===== config.mk =====
export PLATFORM = sky130hd
export DESIGN_NAME = seg_shift_driver_flat
export DESIGN_NICKNAME = d
export VERILOG_FILES = /design/src/rtl/seg_shift_driver_if.sv /design/src/rtl/seg_shift_driver.sv /design/src/flat_wrapper.sv
export SDC_FILE = /design/constraint.sdc
export NUM_CORES = 1
export LEC_CHECK = 0
export ABC_AREA = 1
export CAP_MARGIN = 15
export CELL_PAD_IN_SITES_DETAIL_PLACEMENT = 1
export CELL_PAD_IN_SITES_GLOBAL_PLACEMENT = 1
export CORE_ASPECT_RATIO = 1.4
export CORE_MARGIN = 2
export CORE_UTILIZATION = 49
export DETAILED_ROUTE_END_ITERATION = 6
export HOLD_SLACK_MARGIN = 0.02
export PLACE_DENSITY_LB_ADDON = 0.1
export SLEW_MARGIN = 10
export SYNTH_ARGS = -nofsm -noshare
export SYNTH_HDL_FRONTEND = slang
export SYNTH_SLANG_ARGS = --single-unit

===== constraint.sdc =====
create_clock -name clk -period 8 [get_ports clk]
set_input_delay 2 -clock clk [delete_from_list [all_inputs] [get_ports clk]]
set_output_delay 2 -clock clk [all_outputs]
set_load 0.1 [all_outputs]

===== src/rtl/seg_shift_driver_if.sv =====
// Result handshake between calculator_core and the seven-segment display back end.
// The upstream side drives data/error/valid and the display side answers with ready.
interface seg_shift_driver_if #(
   parameter int DATA_WIDTH = 16
);
   logic [DATA_WIDTH-1:0] i_data;
   logic                  i_error;
   logic                  i_valid;
   logic                  o_ready;

   modport master (
      output i_data,
      output i_error,
      output i_valid,
      input  o_ready
   );

   modport slave (
      input  i_data,
      input  i_error,
      input  i_valid,
      output o_ready
   );
endinterface


===== src/rtl/seg_shift_driver.sv =====
// Display back end of the calculator. It takes one signed result (or an error flag) per
// handshake, converts the magnitude to BCD with a sequential double-dabble, encodes one
// seven-segment byte per digit, and shifts the bytes serially into a chain of
// 74HC595-style registers. The data, clock and latch pins are all registered. Each pin
// therefore shows the state of the previous cycle.
module seg_shift_driver #(
   parameter int DATA_WIDTH         = 16,
   parameter int NUM_7_SEG_DISPLAYS = 5
) (
   input  logic               clk,
   input  logic               rst,
   seg_shift_driver_if.slave  bus,
   output logic               o_ser_data,
   output logic               o_ser_clk,
   output logic               o_ser_latch
);

   localparam int BCD_W        = 4 * NUM_7_SEG_DISPLAYS;
   localparam int FRAME_W      = 8 * NUM_7_SEG_DISPLAYS;
   localparam int SHIFT_CYCLES = 16 * NUM_7_SEG_DISPLAYS;
   localparam int CNT_MAX      = (SHIFT_CYCLES > DATA_WIDTH) ? SHIFT_CYCLES : DATA_WIDTH;
   localparam int CNT_W        = $clog2(CNT_MAX);

   typedef enum logic [2:0] {
      IDLE    = 3'd0,
      CONVERT = 3'd1,
      ENCODE  = 3'd2,
      SHIFT   = 3'd3,
      LATCH   = 3'd4
   } state_t;

   state_t               state_q, state_d;
   logic [DATA_WIDTH-1:0] mag_q, mag_d;
   logic [BCD_W-1:0]     bcd_q, bcd_d;
   logic [BCD_W-1:0]     bcd_adj;
   logic                 sign_q, sign_d;
   logic                 err_q, err_d;
   logic [CNT_W-1:0]     cnt_q, cnt_d;
   logic [FRAME_W-1:0]   frame_q, frame_d;
   logic [FRAME_W-1:0]   frame_enc;
   logic                 ready_q, ready_d;
   logic                 ser_data_q, ser_data_d;
   logic                 ser_clk_q, ser_clk_d;
   logic                 ser_latch_q, ser_latch_d;
   logic                 accept;
   logic                 seen_nonzero;
   logic [3:0]           digit;

   // Segment pattern {dp,g,f,e,d,c,b,a}. Codes above 9 never occur after conversion.
   function automatic logic [7:0] seg7(input logic [3:0] d);
      logic [7:0] s;
      case (d)
         4'd0:    s = 8'h3F;
         4'd1:    s = 8'h06;
         4'd2:    s = 8'h5B;
         4'd3:    s = 8'h4F;
         4'd4:    s = 8'h66;
         4'd5:    s = 8'h6D;
         4'd6:    s = 8'h7D;
         4'd7:    s = 8'h07;
         4'd8:    s = 8'h7F;
         4'd9:    s = 8'h6F;
         default: s = 8'h00;
      endcase
      return s;
   endfunction

   assign bus.o_ready  = ready_q;
   assign o_ser_data   = ser_data_q;
   assign o_ser_clk    = ser_clk_q;
   assign o_ser_latch  = ser_latch_q;

   // A transfer happens only while idle, and only when ready was already shown upstream.
   assign accept = (state_q == IDLE) && ready_q && bus.i_valid;

   // Double-dabble correction: add 3 to every BCD nibble of 5 or more before the shift.
   always_comb begin
      bcd_adj = bcd_q;
      for (int k = 0; k < NUM_7_SEG_DISPLAYS; k++) begin
         if (bcd_q[4*k +: 4] >= 4'd5) begin
            bcd_adj[4*k +: 4] = bcd_q[4*k +: 4] + 4'd3;
         end
      end
   end

   // Frame encoder. It blanks leading zeros but never the rightmost digit. The sign is
   // shown as the dp of the leftmost byte. The error pattern replaces the digits.
   always_comb begin
      frame_enc    = '0;
      seen_nonzero = 1'b0;
      digit        = '0;
      if (err_q) begin
         frame_enc[23:0] = {8'h79, 8'h50, 8'h50};
      end else begin
         for (int k = NUM_7_SEG_DISPLAYS - 1; k >= 0; k--) begin
            digit = bcd_q[4*k +: 4];
            if (digit != 4'd0) begin
               seen_nonzero = 1'b1;
            end
            if (seen_nonzero || (k == 0)) begin
               frame_enc[8*k +: 8] = seg7(digit);
            end
         end
         if (sign_q) begin
            frame_enc[FRAME_W-1] = 1'b1;
         end
      end
   end

   // Next-state logic and next values of every register and output pin.
   always_comb begin
      state_d     = state_q;
      mag_d       = mag_q;
      bcd_d       = bcd_q;
      sign_d      = sign_q;
      err_d       = err_q;
      cnt_d       = cnt_q;
      frame_d     = frame_q;
      ready_d     = 1'b0;
      ser_data_d  = 1'b0;
      ser_clk_d   = 1'b0;
      ser_latch_d = 1'b0;

      case (state_q)
         IDLE: begin
            ready_d = !accept;
            if (accept) begin
               sign_d = bus.i_data[DATA_WIDTH-1];
               mag_d  = bus.i_data[DATA_WIDTH-1] ? (~bus.i_data + DATA_WIDTH'(1)) : bus.i_data;
               err_d  = bus.i_error;
               bcd_d  = '0;
               cnt_d  = '0;
               state_d = bus.i_error ? ENCODE : CONVERT;
            end
         end

         CONVERT: begin
            bcd_d = {bcd_adj[BCD_W-2:0], mag_q[DATA_WIDTH-1]};
            mag_d = {mag_q[DATA_WIDTH-2:0], 1'b0};
            cnt_d = cnt_q + CNT_W'(1);
            if (cnt_q == CNT_W'(DATA_WIDTH - 1)) begin
               cnt_d   = '0;
               state_d = ENCODE;
            end
         end

         ENCODE: begin
            frame_d = frame_enc;
            cnt_d   = '0;
            state_d = SHIFT;
         end

         SHIFT: begin
            ser_data_d = frame_q[FRAME_W-1];
            ser_clk_d  = cnt_q[0];
            if (cnt_q[0]) begin
               frame_d = {frame_q[FRAME_W-2:0], 1'b0};
            end
            cnt_d = cnt_q + CNT_W'(1);
            if (cnt_q == CNT_W'(SHIFT_CYCLES - 1)) begin
               cnt_d   = '0;
               state_d = LATCH;
            end
         end

         LATCH: begin
            ser_latch_d = 1'b1;
            state_d     = IDLE;
         end

         default: begin
            state_d = IDLE;
         end
      endcase
   end

   // State and datapath registers. Reset clears everything, and an aborted frame is never latched.
   always_ff @(posedge clk or posedge rst) begin
      if (rst) begin
         state_q     <= IDLE;
         mag_q       <= '0;
         bcd_q       <= '0;
         sign_q      <= 1'b0;
         err_q       <= 1'b0;
         cnt_q       <= '0;
         frame_q     <= '0;
         ready_q     <= 1'b0;
         ser_data_q  <= 1'b0;
         ser_clk_q   <= 1'b0;
         ser_latch_q <= 1'b0;
      end else begin
         state_q     <= state_d;
         mag_q       <= mag_d;
         bcd_q       <= bcd_d;
         sign_q      <= sign_d;
         err_q       <= err_d;
         cnt_q       <= cnt_d;
         frame_q     <= frame_d;
         ready_q     <= ready_d;
         ser_data_q  <= ser_data_d;
         ser_clk_q   <= ser_clk_d;
         ser_latch_q <= ser_latch_d;
      end
   end

endmodule


===== src/flat_wrapper.sv =====
// flat-port wrapper written by rule: the top's interface ports become plain ports
module seg_shift_driver_flat 
#(
   parameter int DATA_WIDTH         = 16,
   parameter int NUM_7_SEG_DISPLAYS = 5
)
  (clk, rst, o_ser_data, o_ser_clk, o_ser_latch, bus_i_data, bus_i_error, bus_i_valid, bus_o_ready);
  seg_shift_driver_if #(.DATA_WIDTH(DATA_WIDTH)) bus_i ();
  input  logic clk;
  input  logic rst;
  output logic o_ser_data;
  output logic o_ser_clk;
  output logic o_ser_latch;
  input wire logic [$bits(bus_i.i_data)-1:0] bus_i_data;
  input wire logic [$bits(bus_i.i_error)-1:0] bus_i_error;
  input wire logic [$bits(bus_i.i_valid)-1:0] bus_i_valid;
  output wire logic [$bits(bus_i.o_ready)-1:0] bus_o_ready;
  assign bus_i.i_data = bus_i_data;
  assign bus_i.i_error = bus_i_error;
  assign bus_i.i_valid = bus_i_valid;
  assign bus_o_ready = bus_i.o_ready;
  seg_shift_driver #(.DATA_WIDTH(DATA_WIDTH), .NUM_7_SEG_DISPLAYS(NUM_7_SEG_DISPLAYS)) u_core (.clk(clk), .rst(rst), .bus(bus_i), .o_ser_data(o_ser_data), .o_ser_clk(o_ser_clk), .o_ser_latch(o_ser_latch));
endmodule

After elaboration in Yosys (flattened, before gate mapping)

Memories as Yosys holds them, arrays and structs flattened.
Cells that the tools add are included.

Flip-flop bits (word level): 92
ROM bits: 560
Input port bits: 20
Output and inout bits: 4
Logic and storage cells: 95
Memories kept: 5

Memories:

| memory          | depth | bits a word | read ports | clocked after memory_dff | wr ports | RTL line               | source |
|---|---|---|---|---|---|---|---|
| (no name shown) | 16    | 7           | 1          | 0                        | 0        | seg_shift_driver.sv:52 | `case (d)` |
| (no name shown) | 16    | 7           | 1          | 0                        | 0        | seg_shift_driver.sv:52 |  |
| (no name shown) | 16    | 7           | 1          | 0                        | 0        | seg_shift_driver.sv:52 |  |
| (no name shown) | 16    | 7           | 1          | 0                        | 0        | seg_shift_driver.sv:52 |  |
| (no name shown) | 16    | 7           | 1          | 0                        | 0        | seg_shift_driver.sv:52 |  |

Add/sub/neg operators: 7
$lt $le $gt $ge: 5
Equality and inequality tests: 10
Muxes and demuxes: 40
Bitwise logic cells: 1
Reductions and logical operators: 16

Operator list:

| kind                  | count |
|---|---|
| $pmux 40 s2           | 1 |
| $mux 16               | 3 |
| $mux 40               | 1 |
| $pmux 20 s2           | 1 |
| $mux 8                | 4 |
| $pmux 16 s2           | 1 |
| $pmux 7 s4            | 1 |
| $mux 24               | 1 |
| $mux 7                | 3 |
| $ge 4x3->1 const B    | 5 |
| $mux 20               | 1 |
| $reduce_bool 4->1     | 5 |
| $add 16x1->16 const B | 1 |
| $add 4x2->4 const B   | 4 |
| $mux 4                | 4 |
| $not 16->16           | 1 |
| $mux 1                | 13 |
| $mux 3                | 4 |
| $pmux 3 s4            | 1 |
| $ne 2x1->1 const B    | 4 |
| $reduce_and 2->1      | 4 |
| $add 7x1->7 const B   | 1 |
| $eq 7x4->1 const B    | 1 |
| $eq 7x7->1 const B    | 1 |
| 10 further kinds      | 13 |

Depth between registers and ports, before layout

Depth in word-level cells: 12
Gate-level depth with buffers: 11
Gate-level depth less buffers: 11

Least setup slack after synthesis

Ideal clock, no wire load.

Kind: input-to-reg
Start point: in bus_i_data[0]
End point: reg u_core.mag_q[10]
Setup time: 118 ps
Data arrival time: 2951 ps
Required time: 7882 ps
Setup slack: 4931 ps
Cell stages on the path: 7
Path buffers: 0
Cells stage by stage: inv_1 > ha_1 > nand3_1 > o21ai_0 > nand3_1 > nand3_1 > nand2_1

Longest elaborated chain between the ends: 5

Ends and longest elaborated chain:

| element              | RTL line                | source |
|---|---|---|
| start, declared      | flat_wrapper.sv:14      | `input wire logic [$bits(bus_i.i_data)-1:0] bus_i_data;` |
| $not 16->16          | seg_shift_driver.sv:129 | `mag_d = bus.i_data[DATA_WIDTH-1] ? (~bus.i_data + DATA_WIDTH'(1)) : bus.i_data;` |
| $add 16x1->16        | seg_shift_driver.sv:129 |  |
| $mux 16              | seg_shift_driver.sv:129 |  |
| $mux 16              | seg_shift_driver.sv:127 | `if (accept) begin` |
| $pmux 16 s2          | seg_shift_driver.sv:124 | `case (state_q)` |
| end signal, assigned | seg_shift_driver.sv:193 | `mag_q <= mag_d;` |
| end, declared        | seg_shift_driver.sv:33  | `logic [DATA_WIDTH-1:0] mag_q, mag_d;` |

No other way between the ends. The select of a mux whose other input is x is not followed.
A chain may end at the register's enable or synchronous reset.

Final worst setup path

Start point: reg u_core.ready_q (netlist: u_core.bus.o_ready)
End point: out bus_o_ready

RTL lines:

| element                | RTL line                | source |
|---|---|---|
| start, declared        | seg_shift_driver.sv:41  | `logic ready_q, ready_d;` |
| start signal, assigned | seg_shift_driver.sv:199 | `ready_q <= ready_d;` |
| end, declared          | flat_wrapper.sv:17      | `output wire logic [$bits(bus_i.o_ready)-1:0] bus_o_ready;` |

No word-level cell between the ends.

==> key figures <==
CTS
  – CTS tree: yes
  – Post-CTS Resized: 0
  – H-tree Lvls: 3
  – CTS sink cnt: 92
  – Clk root buf: clkbuf_16
  – Hold Buf Count CTS: 0
  – Postcts setup bufs: 0
  – Clock slew seen by the registers of the worst setup and hold paths: ~0.07 ns
  – CTS Buffer Depth: 2
  – Clock Latency Late Sink: about 0.35 ns
  – TritonCTS buffer count: 9

Floorplan
  – Row Count: between 40 and 50
  – Ports: 24
  – Die height: between 100 and 150 um
  – Initial core utilization: 0.500
  – Core area: 11200 um2
  – Die area: between 10000 and 15000 um2
  – Die Span X: 94.5 um

GRT
  – Vias in the first global route: roughly 5.3k
  – Initial antenna violation count: 0
  – First-pass GRT wire length: 24600 um
  – Overflow after GRT: 0
  – Largest net degree at the start of global routing: 66
  – GRT Total Usage: 0.254

Timing
  – Setup violators final: 0
  – Pins Over Slew Limit: 0
  – Slew HR: 0.284
  – Fmax achieved: 258 MHz
  – Hold_ws: around 0.49 ns
  – Final Hold Vio Count: 0
  – RSZ-0062 raised after global routing: false
  – Setup ws final: 4.12 ns
  – Final worst-path cycle share: 0.485
  – Final setup TNS: 0 ns
  – Worst slew pin tran: approximately 1.1 ns
  – Clock skew: approximately 0.012 ns
  – Minimum clock period: 3.88 ns

Placement
  – DP HPWL: 10600 um
  – Worst slack, placed: between 3 and 4 ns
  – IO Port Bufs: 23
  – GPL Wtd Cong: between 0.8 and 0.9

Min path
  – Min-Delay Path Class: reg -> reg

Worst setup path
  – Worst path buffer plus inverter count: 1
  – CP top delay family: buffers and inverters
  – CP arrival: approximately 1.9 ns
  – Slowest cell on crit path: clkdlybuf4s50_1
  – Critical Path Fanout Max: 3
  – Crit-path cells: clkdlybuf4s50_1
  – Critical path class: reg -> out
  – Setup crit end kind: output pin
  – Largest stage delay on the critical path: around 1.2 ns
  – Worst setup SP type: flop
  – Critical path data required time: ~6 ns

Run status
  – Status: finished, final reports clean

Synth
  – Ys Warns: 0
  – Post-synthesis sequential area ratio: 0.410
  – Post-Synth Simple-Gate Area: 0.265
  – Largest family of logic cells by synthesized area: simple AND/OR/NAND/NOR gates
  – Net Count, Synth: 808
  – Post-Syn Area: roughly 5600 um2
  – Post-Synth XOR/XNOR Area: 0.00780
  – Syn Inst Count: 755
  – Mux contribution to synthesized area: 0
  – Flops & latches, synth: 92
  – Distinct cell type count after synthesis: 32
  – Mean Syn Cell Area: roughly 7.4 um2
  – Adder-Cell Fraction of Synth Area: 0.0736
  – Synth Area in Compound Gates: 0.157

Routing
  – WL/cell: between 15 and 20 um
  – DRC Markers: 0
  – DRT iter0 DRCs: about 170
  – Pre-antenna DRT Iters: 4
  – Via count: around 5k
  – Vias/cell: 5.49
  – Total wire length: roughly 15000 um
  – Antenna Violating Nets Remaining: 0

Layout
  – Final Net Count: 820
  – Synthesis-to-finish area growth: 10.8%
  – ANT cells: 0
  – Layout Utilization: 0.554
  – Share of cells above drive strength 1: 0.0570

Pwr
  – Maximum vdd drop: 198 uV
  – Pleak: roughly 0.0030 uW
  – Pwr dens: roughly 440 nW/um2

Job
  – Max-cap violations: 0
[through the flow]
stage               instances  area [um2]  power (uW)
CTS                       916        6220        2740
finish                    916        6220        2720
detailed placement        900        5900        2260
floorplan                 755        5610        1900
global placement          900        5900        2170
global route              916        6220        2970
[cell type report]
type	instances	area [um2]
clock buffers	10	239
clock inverters	6	76.3
flip-flops and latches	92	2300
multi-input cells	547	2830
repair buffers	25	245
well taps	144	180
inverters	92	349
fillers	1444	5000
[layer usage]
metal | vias to the layer above | track usage | routed length, um
met3 | 25 | 0.0338 | 202
met4 | 0 | 0.0946 | 346
met2 | 49 | 0.494 | 8140
met1 | 2464 | 0.278 | 6040
met5 | - | 0 | 0
li1 | 2494 | - | -
[Yosys cell counts (all sizes together)]
library cell / instances / area, um2
nand2: 166 / 628
dfrtp: 92 / 2300
inv: 90 / 340
nor2: 87 / 362
a21oi: 79 / 395
nand3: 71 / 368
o21ai: 60 / 308
ha: 33 / 413
buf: 22 / 128
o22ai: 15 / 93.8
o211ai: 8 / 60.1
or2: 8 / 50.1
nand4: 6 / 43.8
nor3: 5 / 30.0
xor2: 5 / 43.8
clkbuf: 2 / 7.51
clkinv: 2 / 7.51
a31o: 1 / 8.76
nand3b: 1 / 7.51
o21bai: 1 / 7.51
o32ai: 1 / 8.76
[flip-flops by register name, summed over array words and instances, names as in the netlist]
name and flops:
u_core.mag_q 16, u_core.o_ser_data 1, u_core.err_q 1, u_core.o_ser_clk 1
u_core.o_ser_latch 1, u_core.frame_q 40, u_core.sign_q 1, u_core.cnt_q 7
u_core.bcd_q 20, u_core.bus.o_ready 1, u_core.state_q 3
[cell usage in the layout, fill, tap and decap left out, types with 2 or more instances in the layout]
cell type / Yosys / layout
nor2_8: 2 / 2
o211ai_1: 8 / 8
xor2_1: 5 / 5
inv_1: 84 / 83
nand2_1: 164 / 164
o21ai_0: 53 / 53
or2_2: 8 / 8
dfrtp_1: 92 / 92
nand2_2: 2 / 2
inv_2: 5 / 5
o22ai_1: 15 / 15
nand3_1: 70 / 70
o21ai_1: 5 / 5
inv_6: 0 / 4
clkinv_1: 2 / 2
clkdlybuf4s50_1: 0 / 23
buf_4: 7 / 2
nor3_1: 4 / 4
a21oi_1: 79 / 79
nor2_1: 84 / 84
nand4_1: 5 / 5
ha_1: 33 / 33
clkbuf_16: 0 / 9
o21ai_2: 2 / 2
[power by group]
part           internal [uW]  leakage (uW)  total [uW]  switching, uW
clock network            258      0.000156         457            199
logic                    452       0.00175        1420            963
registers                677       0.00114         845            168
[cell families after synthesis]
family,Yosys count
simple gates,344
compound gates,165
buf+inv,116
flops,92
fa+ha+maj,33
xor+xnor,5
[final timing paths]
path                                    start            endpoint  slack, ns  depth (start not counted)
min                        u_core.frame_q[14]  u_core.frame_q[14]       0.49                          2
max reg2reg                 u_core.state_q[0]     u_core.mag_q[4]       5.17                          7
max in group asynchronous                 rst  u_core.frame_q[17]       4.79                          3
min reg2reg                u_core.frame_q[14]  u_core.frame_q[14]       0.49                          2
max                        u_core.bus.o_ready         bus_o_ready       4.12                          1
min in group asynchronous                 rst     u_core.cnt_q[6]       1.97                          2
(Power assumes the default switching activity.)
